<file path="config.mk">
export PLATFORM = sky130hd
export DESIGN_NAME = implication_queue
export DESIGN_NICKNAME = d
export VERILOG_FILES = /design/src/rtl/sat_pkg.sv /design/src/rtl/implication_fifo.sv /design/src/rtl/implication_queue.sv
export SDC_FILE = /design/constraint.sdc
export NUM_CORES = 1
export LEC_CHECK = 0
export ABC_AREA = 1
export CORE_UTILIZATION = 55
export CTS_CLUSTER_DIAMETER = 30
export DETAILED_ROUTE_END_ITERATION = 8
export PLACE_DENSITY = 0.75
export SLEW_MARGIN = 0
export SYNTH_ARGS = -nofsm -noshare
export SYNTH_HDL_FRONTEND = slang
export SYNTH_SLANG_ARGS = --single-unit
</file>
<file path="constraint.sdc">
create_clock -name clock -period 8 [get_ports clock]
set_clock_uncertainty 0.15 [all_clocks]
set_input_delay 0.8 -clock clock [delete_from_list [all_inputs] [get_ports clock]]
set_output_delay 0.8 -clock clock [all_outputs]
set_load 0.005 [all_outputs]
</file>
<file path="src/rtl/sat_pkg.sv">
// rtl/sat_pkg.sv - shared solver types and default sizing
package sat_pkg;

   localparam int NUM_VARIABLE   = 128;
   localparam int VARIABLE_INDEX = 6;

   typedef logic [VARIABLE_INDEX:0] var_idx_t;

   // "var" is a reserved word, so the index field is named vidx
   typedef struct packed {
      var_idx_t vidx;
      logic     value;
   } implication_t;

endpackage

</file>
<file path="src/rtl/implication_fifo.sv">
// rtl/implication_fifo.sv - synchronous FIFO with a registered head entry
module implication_fifo
   import sat_pkg::*;
#(
   parameter int  DEPTH   = 8,
   parameter type entry_t = implication_t
) (
   input  logic                   clock,
   input  logic                   reset,
   input  logic                   flush,
   input  logic                   push,
   input  entry_t                 din,
   input  logic                   pop,
   output logic                   full,
   output logic                   empty,
   output logic [$clog2(DEPTH):0] count,
   output entry_t                 head
);

   localparam int PW = $clog2(DEPTH);
   localparam logic [PW:0] FULL_COUNT = (PW + 1)'(DEPTH);
   localparam logic [PW:0] ONE_COUNT  = (PW + 1)'(1);

   entry_t            mem_q [DEPTH];
   logic [PW-1:0]     wr_ptr_q, wr_ptr_d;
   logic [PW-1:0]     rd_ptr_q, rd_ptr_d;
   logic [PW-1:0]     rd_next;
   logic [PW:0]       count_q, count_d;
   entry_t            head_q, head_d;
   logic              push_ok, pop_ok;

   assign full    = (count_q == FULL_COUNT);
   assign empty   = (count_q == '0);
   assign count   = count_q;
   assign head    = head_q;
   assign push_ok = push && !full;
   assign pop_ok  = pop && !empty;
   assign rd_next = rd_ptr_q + 1'b1;

   // Next pointers, occupancy and head; the head register is refilled from
   // the incoming entry when the queue is (or is about to become) empty,
   // otherwise from the slot behind the current head.
   always_comb begin
      wr_ptr_d = wr_ptr_q;
      rd_ptr_d = rd_ptr_q;
      count_d  = count_q;
      head_d   = head_q;
      if (flush) begin
         wr_ptr_d = '0;
         rd_ptr_d = '0;
         count_d  = '0;
         head_d   = '0;
      end else begin
         if (push_ok) wr_ptr_d = wr_ptr_q + 1'b1;
         if (pop_ok)  rd_ptr_d = rd_next;
         case ({push_ok, pop_ok})
            2'b10:   count_d = count_q + 1'b1;
            2'b01:   count_d = count_q - 1'b1;
            default: count_d = count_q;
         endcase
         if (push_ok && (empty || (pop_ok && count_q == ONE_COUNT))) begin
            head_d = din;
         end else if (pop_ok && count_q > ONE_COUNT) begin
            head_d = mem_q[rd_next];
         end
      end
   end

   // Control state with asynchronous reset
   always_ff @(posedge clock or posedge reset) begin
      if (reset) begin
         wr_ptr_q <= '0;
         rd_ptr_q <= '0;
         count_q  <= '0;
         head_q   <= '0;
      end else begin
         wr_ptr_q <= wr_ptr_d;
         rd_ptr_q <= rd_ptr_d;
         count_q  <= count_d;
         head_q   <= head_d;
      end
   end

   // Storage array; contents are only meaningful between rd and wr pointers
   always_ff @(posedge clock) begin
      if (push_ok && !flush) begin
         mem_q[wr_ptr_q] <= din;
      end
   end

endmodule

</file>
<file path="src/rtl/implication_queue.sv">
// rtl/implication_queue.sv - dedup/conflict-checking queue of implications
module implication_queue #(
   parameter int NUM_VARIABLE   = sat_pkg::NUM_VARIABLE,
   parameter int VARIABLE_INDEX = sat_pkg::VARIABLE_INDEX,
   parameter int DEPTH          = 8
) (
   input  logic                      clock,
   input  logic                      reset,
   input  logic                      flush,
   input  logic                      in_valid,
   input  logic [VARIABLE_INDEX:0]   in_var,
   input  logic                      in_value,
   output logic                      in_ready,
   output logic                      out_valid,
   output logic [VARIABLE_INDEX:0]   out_var,
   output logic                      out_value,
   input  logic                      out_ready,
   output logic [$clog2(DEPTH):0]    count,
   output logic                      conflict,
   output logic [VARIABLE_INDEX:0]   conflict_var
);

   typedef struct packed {
      logic [VARIABLE_INDEX:0] vidx;
      logic                    value;
   } entry_t;

   logic [NUM_VARIABLE-1:0] pend_q, pend_d;
   logic [NUM_VARIABLE-1:0] pend_val_q, pend_val_d;
   logic                    conflict_q, conflict_d;
   logic [VARIABLE_INDEX:0] conflict_var_q, conflict_var_d;

   logic                    fifo_full, fifo_empty;
   logic [$clog2(DEPTH):0]  fifo_count;
   entry_t                  fifo_head;
   entry_t                  fifo_din;

   logic                    push_fire, pop_fire;
   logic                    is_pend, same_val;
   logic                    enq, conflict_now;

   assign in_ready     = !fifo_full && !conflict_q;
   assign out_valid    = !fifo_empty;
   assign out_var      = fifo_head.vidx;
   assign out_value    = fifo_head.value;
   assign count        = fifo_count;
   assign conflict     = conflict_q;
   assign conflict_var = conflict_var_q;

   assign push_fire    = in_valid && in_ready;
   assign pop_fire     = out_valid && out_ready;

   // Pending lookup uses pre-edge state, so an entry popping this cycle
   // still shadows a same-variable push.
   assign is_pend      = pend_q[in_var];
   assign same_val     = (pend_val_q[in_var] == in_value);
   assign enq          = push_fire && !is_pend;
   assign conflict_now = push_fire && is_pend && !same_val;

   assign fifo_din.vidx  = in_var;
   assign fifo_din.value = in_value;

   implication_fifo #(
      .DEPTH   (DEPTH),
      .entry_t (entry_t)
   ) u_fifo (
      .clock (clock),
      .reset (reset),
      .flush (flush),
      .push  (enq),
      .din   (fifo_din),
      .pop   (pop_fire),
      .full  (fifo_full),
      .empty (fifo_empty),
      .count (fifo_count),
      .head  (fifo_head)
   );

   // Pending bitmap and sticky conflict next-state; an enqueued variable is
   // never pending, so its set cannot collide with the popped head's clear.
   always_comb begin
      pend_d         = pend_q;
      pend_val_d     = pend_val_q;
      conflict_d     = conflict_q;
      conflict_var_d = conflict_var_q;
      if (flush) begin
         pend_d         = '0;
         pend_val_d     = '0;
         conflict_d     = 1'b0;
         conflict_var_d = '0;
      end else begin
         if (pop_fire) begin
            pend_d[fifo_head.vidx] = 1'b0;
         end
         if (enq) begin
            pend_d[in_var]     = 1'b1;
            pend_val_d[in_var] = in_value;
         end
         if (conflict_now && !conflict_q) begin
            conflict_d     = 1'b1;
            conflict_var_d = in_var;
         end
      end
   end

   // Pending and conflict registers with asynchronous reset
   always_ff @(posedge clock or posedge reset) begin
      if (reset) begin
         pend_q         <= '0;
         pend_val_q     <= '0;
         conflict_q     <= 1'b0;
         conflict_var_q <= '0;
      end else begin
         pend_q         <= pend_d;
         pend_val_q     <= pend_val_d;
         conflict_q     <= conflict_d;
         conflict_var_q <= conflict_var_d;
      end
   end

endmodule

</file>
==> results of run 1 <==
worst paths after layout:
path	startpoint	endpoint	slack (ns)
setup / recovery	in_var[0]	u_fifo.mem_q[6][4]	2.46
hold / removal	pend_val_q[88]	pend_val_q[88]	0.35
setup reg to reg	pend_q[7]	u_fifo.mem_q[6][4]	3.87
hold reg to reg	pend_val_q[88]	pend_val_q[88]	0.35
max in group asynchronous	reset	pend_q[100]	5.57
min in group asynchronous	reset	pend_val_q[28]	0.66
cells in the mapped netlist:
cell type  instances
nand2_1          941
dfrtp_1          282
nand3_1          243
o21ai_0          192
nor2_1           155
a21oi_1          141
inv_1            139
clkbuf_1          84
edfxtp_1          64
nand4_1           42
buf_2             29
buf_1             22
buf_4             10
nor2_4            10
a32o_1             8
o211ai_1           8
o22ai_1            8
nor2_2             7
or2_0              7
ha_1               5
o21ai_1            5
or2_1              5
xor2_1             5
buf_6              4
clkinv_1           2
inv_2              2
nand3b_1           2
inv_4              1
nand2_2            1
nand2_4            1
nand3_2            1
nor2_8             1
or2_2              1
xnor2_1            1
metrics by stage:
stage / instances / hold slack (ns) / power, µW
floorplan: 2429 / 0.318 / 2510
global placement: 2783 / 0.322 / 2840
detailed placement: 2783 / 0.332 / 2850
CTS: 2936 / 0.348 / 6320
global route: 2936 / 0.366 / 6520
finish: 2938 / 0.345 / 6330
logic make-up (layout without fill, tap and decap cells):
group                      after synthesis  in the layout  synth area share [%]
DFF                                    346            346                  49.7
other                                    0              2                     0
adders and majority gates                5              5                 0.346
AOI/OAI and AO/OA                      362            362                  10.4
xor gates and xnor gates                 6              6                 0.291
and+or+nand+nor                       1417           1417                  32.6
buffers and inverters                  293            358                  6.67
state kept, by name (all words and copies together) (netlist names):
signal,count
u_fifo.head,8
u_fifo.count,4
u_fifo.mem_q,64
pend_q,128
u_fifo.wr_ptr_q,3
conflict,1
pend_val_q,128
conflict_var,7
u_fifo.rd_ptr_q,3
final cells by class:
cell class                      count  area share (%)
Timing Repair Buffer               61            2.54
Tap cell                          442            2.58
Clock inverter                     51            2.77
Antenna cell                        2          0.0233
Sequential cell                   346            41.8
Multi-Input combinational cell   1790            36.9
Clock buffer                      102            10.8
Inverter                          144            2.56
layer usage:
| metal | up-vias | share of wire, % |
|---|---|---|
| met5 | - | 0 |
| met4 | 0 | 5.4 |
| met3 | 245 | 12 |
| met2 | 1226 | 44 |
| met1 | 8406 | 38 |
| li1 | 7926 | - |
power by group:
part / total (µW) / internal, µW / switching, µW / leakage, µW
Clock: 3470 / 2360 / 1110 / 0.00141
Combinational: 933 / 255 / 678 / 0.00436
Sequential: 1920 / 1850 / 75.4 / 0.00450
critical path, cell delays in order:
cell and delay, ns:
buf_4 0.54, inv_4 0.57, buf_4 0.43, nand2_1 0.10
nand2_1 0.07, nand2_1 0.08, nand2_1 0.06, nand2_1 0.05
nand2_1 0.10, nand2_1 0.07, nand2_1 0.05, o21ai_1 0.17
nand2_2 0.11, nor2_4 0.69, nand2_4 0.06, nor2_1 0.61
nand2_1 0.29, nor2_1 0.64
==> flow_summary.yaml, run 1 <==
worst_setup_path:
  crit_type: "in2reg"
  r2r_cells: 15
  cp-end-kind: "flop"
  cp.required_ns: 8.05
  cp-start-kind: "primary input"
  cp_max_fo: 85
  cp.arrival_ns: 5.59
sta:
  fin_ws_ns: 2.46
  drv_slew: 0
  relSlewSlack_pct: 6.56
  fmax_ghz: 0.181
  hold_viol_final: 0
  fin_crit_ns: 5.54
  finalSetupViolCount: 0
  tns_ns: 0
  rsz0062_at_grt: "no"
  finalCritPeriodShare_pct: 69.2
  worstMarginPinSlew_ns: 1.40
placement:
  post-place-ws_ns: 2.12
  dpl.hpwl_mm: 33.8
  gp_congestion: 0.971
  port_buffers: 34
  placed_area_mm2: 0.0185
hold_path:
  min_path_cells: 2
  holdCritPathClass: "reg2reg"
cells_and_area:
  area_growth_pct: 18.7
  final_area_mm2: 0.0215
  regArea_mm2: 0.00898
  drive_gt1_share_pct: 8.42
  final_net_count: 2444
  final_common_cell: "nand2_1"
  multi_input_area_mm2: 0.00791
  layout_common_cells: "nand2_1, dfrtp_1, nand3_1"
  utilization_pct: 66.1
  nFillCells: 2648
detailed_routing:
  wl_mm: 60.0
  drc: 0
  ant_nets: 0
  via_per_inst: 6.06
  vias: 17800
  initialDrtViolationCount: 2221
  drtPass1Iterations: 7
  wl_per_cell_um: 20.4
logic_synthesis:
  synth_nets: 2447
  yosys.cell_types.count: 34
  synthCells: 2429
  synth_top_area_share_pct: 39.0
  ys_warn_count: 0
  yosysTopAreaCell: "dfrtp_1"
  synth-seq-area-share_pct: 49.7
  syn_area_mm2: 0.0181
  ys_ff_latch: 346
  synth_area_leaders: "dfrtp_1, nand2_1, edfxtp_1"
  avgSynthCellArea_um2: 7.44
grt:
  met2_usage_pct: 55.2
  grt_pass1_wl_mm: 93.9
  grt_use_met1_pct: 47.2
  top_usage_layer: "met2"
  grt-ovfl-total: 0
  grt_pass1_vias: 17200
  gr-usage-met3_pct: 8.86
  grtUsageTotal_pct: 36.3
  antenna_found_initial: 0
  grt_max_degree: 166
clock_tree:
  clock_path_buffers: 3
  clkTransAtPathRegs_ns: 0.04
  ctsHoldBuffers: 0
  htreeDepth: 3
  post_cts_buffers: 0
  cts_tree: "done"
  cts_sinks: 346
  insertion_delay_ns: 0.60
  cts_root_buffer: "clkbuf_16"
  cts_resized: 0
  cts_made_buffers: 83
job:
  maxCapViolCount: 0
floorplan:
  die_area_mm2: 0.0336
  initial_core_util_pct: 55.7
  chipHeight_um: 183
  dieWidth_um: 183
  coreArea_mm2: 0.0325
  io_pins: 35
  rows: 66
power:
  vdd_drop_max_uv: 200
  powerDensity_mw_per_mm2: 295
  leakagePower_uw: 0.0103
outcome:
  status: "finished, final reports clean"
No activity file was read; power rests on OpenSTA's default activity.
==> run 2: changes to the inputs <==
Clock period 8 ns to 5 ns, I/O delays scaled along.
==> run 2 against run 1 <==
Net effect:
- register-to-register slack lost 2.3 ns
- via count is essentially flat
- clock-buffer cell count shrank 12
- first-iteration DRC count grew 6.9%
- final cell count grew 0.68%
- final area grew 0.65%
- wire length shrank 0.36%
- largest power group unchanged
- highest routed layer unchanged
==> flow_summary.yaml, run 2 (synthesis results as in run 1) <==
clock_tree:
  clock_path_buffers: 3
  cts_tree: "done"
  htreeDepth: 3
  post_cts_buffers: 0
  insertion_delay_ns: 0.58
  ctsHoldBuffers: 0
  clkTransAtPathRegs_ns: 0.05
  cts_sinks: 346
  cts_made_buffers: 75
  cts_resized: 0
  cts_root_buffer: "clkbuf_16"
sta:
  fin_crit_ns: 3.77
  fin_ws_ns: 1.23
  drv_slew: 0
  fmax_ghz: 0.265
  relSlewSlack_pct: 12.1
  hold_viol_final: 0
  finalCritPeriodShare_pct: 75.4
  rsz0062_at_grt: "no"
  finalSetupViolCount: 0
  tns_ns: 0
  worstMarginPinSlew_ns: 1.32
worst_setup_path:
  crit_chain: "clkdlybuf4s50_1 -> nand2_1 -> nor2_1 -> buf_4 -> nand2_1 -> nand2_1 -> a21oi_1 -> nand2_1 -> nor2_4 -> nand2_4 -> nor2_1 -> nand2_1 -> nor2_1 -> buf_4"
  path_buf_inv: 3
  r2r_start: "u_fifo.count[0]"
  r2r_cells: 10
  cp_slowest_stage_delay_ns: 0.66
  cp-start-kind: "primary input"
  cpMostUsedCell: "nand2_1"
  crit_type: "in2reg"
  cp_slowest_cell: "clkdlybuf4s50_1"
  cp.arrival_ns: 3.92
  cp_max_fo: 13
  critPathTopFamily: "simple AND/OR/NAND/NOR gates"
  startpoint: "in_var[3]"
  worstSetupPathDepth: 14
  cp.required_ns: 5.15
  cp-end-kind: "flop"
power:
  vdd_drop_max_uv: 296
  report.power.total_uw: 9940
  powerDensity_mw_per_mm2: 460
  leakagePower_uw: 0.0104
cells_and_area:
  fin_cells: 2958
  utilization_pct: 66.5
  layout_common_cells: "nand2_1, dfrtp_1, nand3_1"
  final_net_count: 2471
  nFillCells: 2617
  final_common_cell: "nand2_1"
  largest_registers: "pend_q: 128 flops, pend_val_q: 128 flops, u_fifo.mem_q: 64 flops"
  drive_gt1_share_pct: 9.10
  diodes: 0
  area_growth_pct: 19.5
floorplan:
  io_pins: 35
  chipHeight_um: 183
  coreArea_mm2: 0.0325
  initial_core_util_pct: 55.7
  rows: 66
  die_area_mm2: 0.0336
  dieWidth_um: 183
grt:
  antenna_found_initial: 1
  grtUsageTotal_pct: 36.1
  grt_use_met1_pct: 45.7
  gr-usage-met3_pct: 8.66
  grt_max_degree: 147
  grt-ovfl-total: 0
  met2_usage_pct: 56.4
  grt_pass1_wl_mm: 93.3
  grt_pass1_vias: 17200
  top_usage_layer: "met2"
job:
  maxCapViolCount: 0
detailed_routing:
  drc: 0
  via_per_inst: 6.02
  vias: 17800
  ant_nets: 0
  wl_per_cell_um: 20.2
  initialDrtViolationCount: 2375
  wl_mm: 59.8
  drtPass1Iterations: 8
placement:
  port_buffers: 34
  dpl.hpwl_mm: 34.6
  gp_congestion: 0.963
  post-place-ws_ns: 0.823
  dpl.cell_count: 2818
outcome:
  status: "finished, final reports clean"
hold_path:
  holdCritPathClass: "in2async"
==> run 2: cell count changes in the layout (fill, tap and decap cells not counted), moves of 4 or more <==
cell and change:
clkinv_4 +7, buf_4 +30, clkbuf_8 -4, buf_12 +5, bufinv_16 +4, clkinv_2 -7, clkbuf_16 -9, clkinvlp_4 -5
==> run 2: layer usage <==
| layer | part of all wire (%) | routed length (µm) |
|---|---|---|
| met5 | 0 | 0 |
| met4 | 5.3 | 3180 |
| met3 | 12 | 6920 |
| met2 | 46 | 27300 |
| met1 | 37 | 22300 |
==> run 2: final cells by class <==
class / count / area (µm²) / share of cell area, %
flip-flops and latches: 346 / 8980 / 41.6
multi-input cells: 1790 / 7910 / 36.6
clock buffers: 90 / 2050 / 9.47
repair buffers: 96 / 871 / 4.03
clock inverters: 50 / 689 / 3.19
well taps: 442 / 553 / 2.56
inverters: 144 / 549 / 2.54
==> run 2: path summary, 6_finish.rpt <==
kind / end / slack (ns)
setup / recovery: u_fifo.mem_q[0][5] / 1.23
hold / removal: pend_q[25] / 0.32
setup reg to reg: pend_q[113] / 1.53
hold reg to reg: pend_val_q[107] / 0.34
max in group asynchronous: pend_val_q[80] / 3.62
min in group clock: u_fifo.mem_q[3][2] / 0.32
==> run 2: worst reg2reg max path: stages (launching register included) <==
cell and delay [ns]:
dfrtp_1 0.45, inv_1 0.12, ha_1 0.25, nand2_1 0.07, nor2_1 0.05, nor2_1 0.28
inv_1 0.22, nor2_1 0.24, nand2_1 0.82, o21ai_0 0.55, a21oi_1 0.11
==> run 2: report_power, final <==
part           internal, µW  leakage (µW)  switching, µW
clock                  3620       0.00132           1700
combinational           435       0.00456           1140
sequential             2960       0.00450           94.4
==> run 2: stage by stage <==
| stage | hold slack (ns) | cell area (µm²) |
|---|---|---|
| final | 0.316 | 21600 |
| after global routing | 0.312 | 21600 |
| after CTS | 0.304 | 21600 |
| after detailed placement | 0.336 | 18900 |
| after global placement | 0.327 | 18900 |
| after floorplan | 0.318 | 18100 |
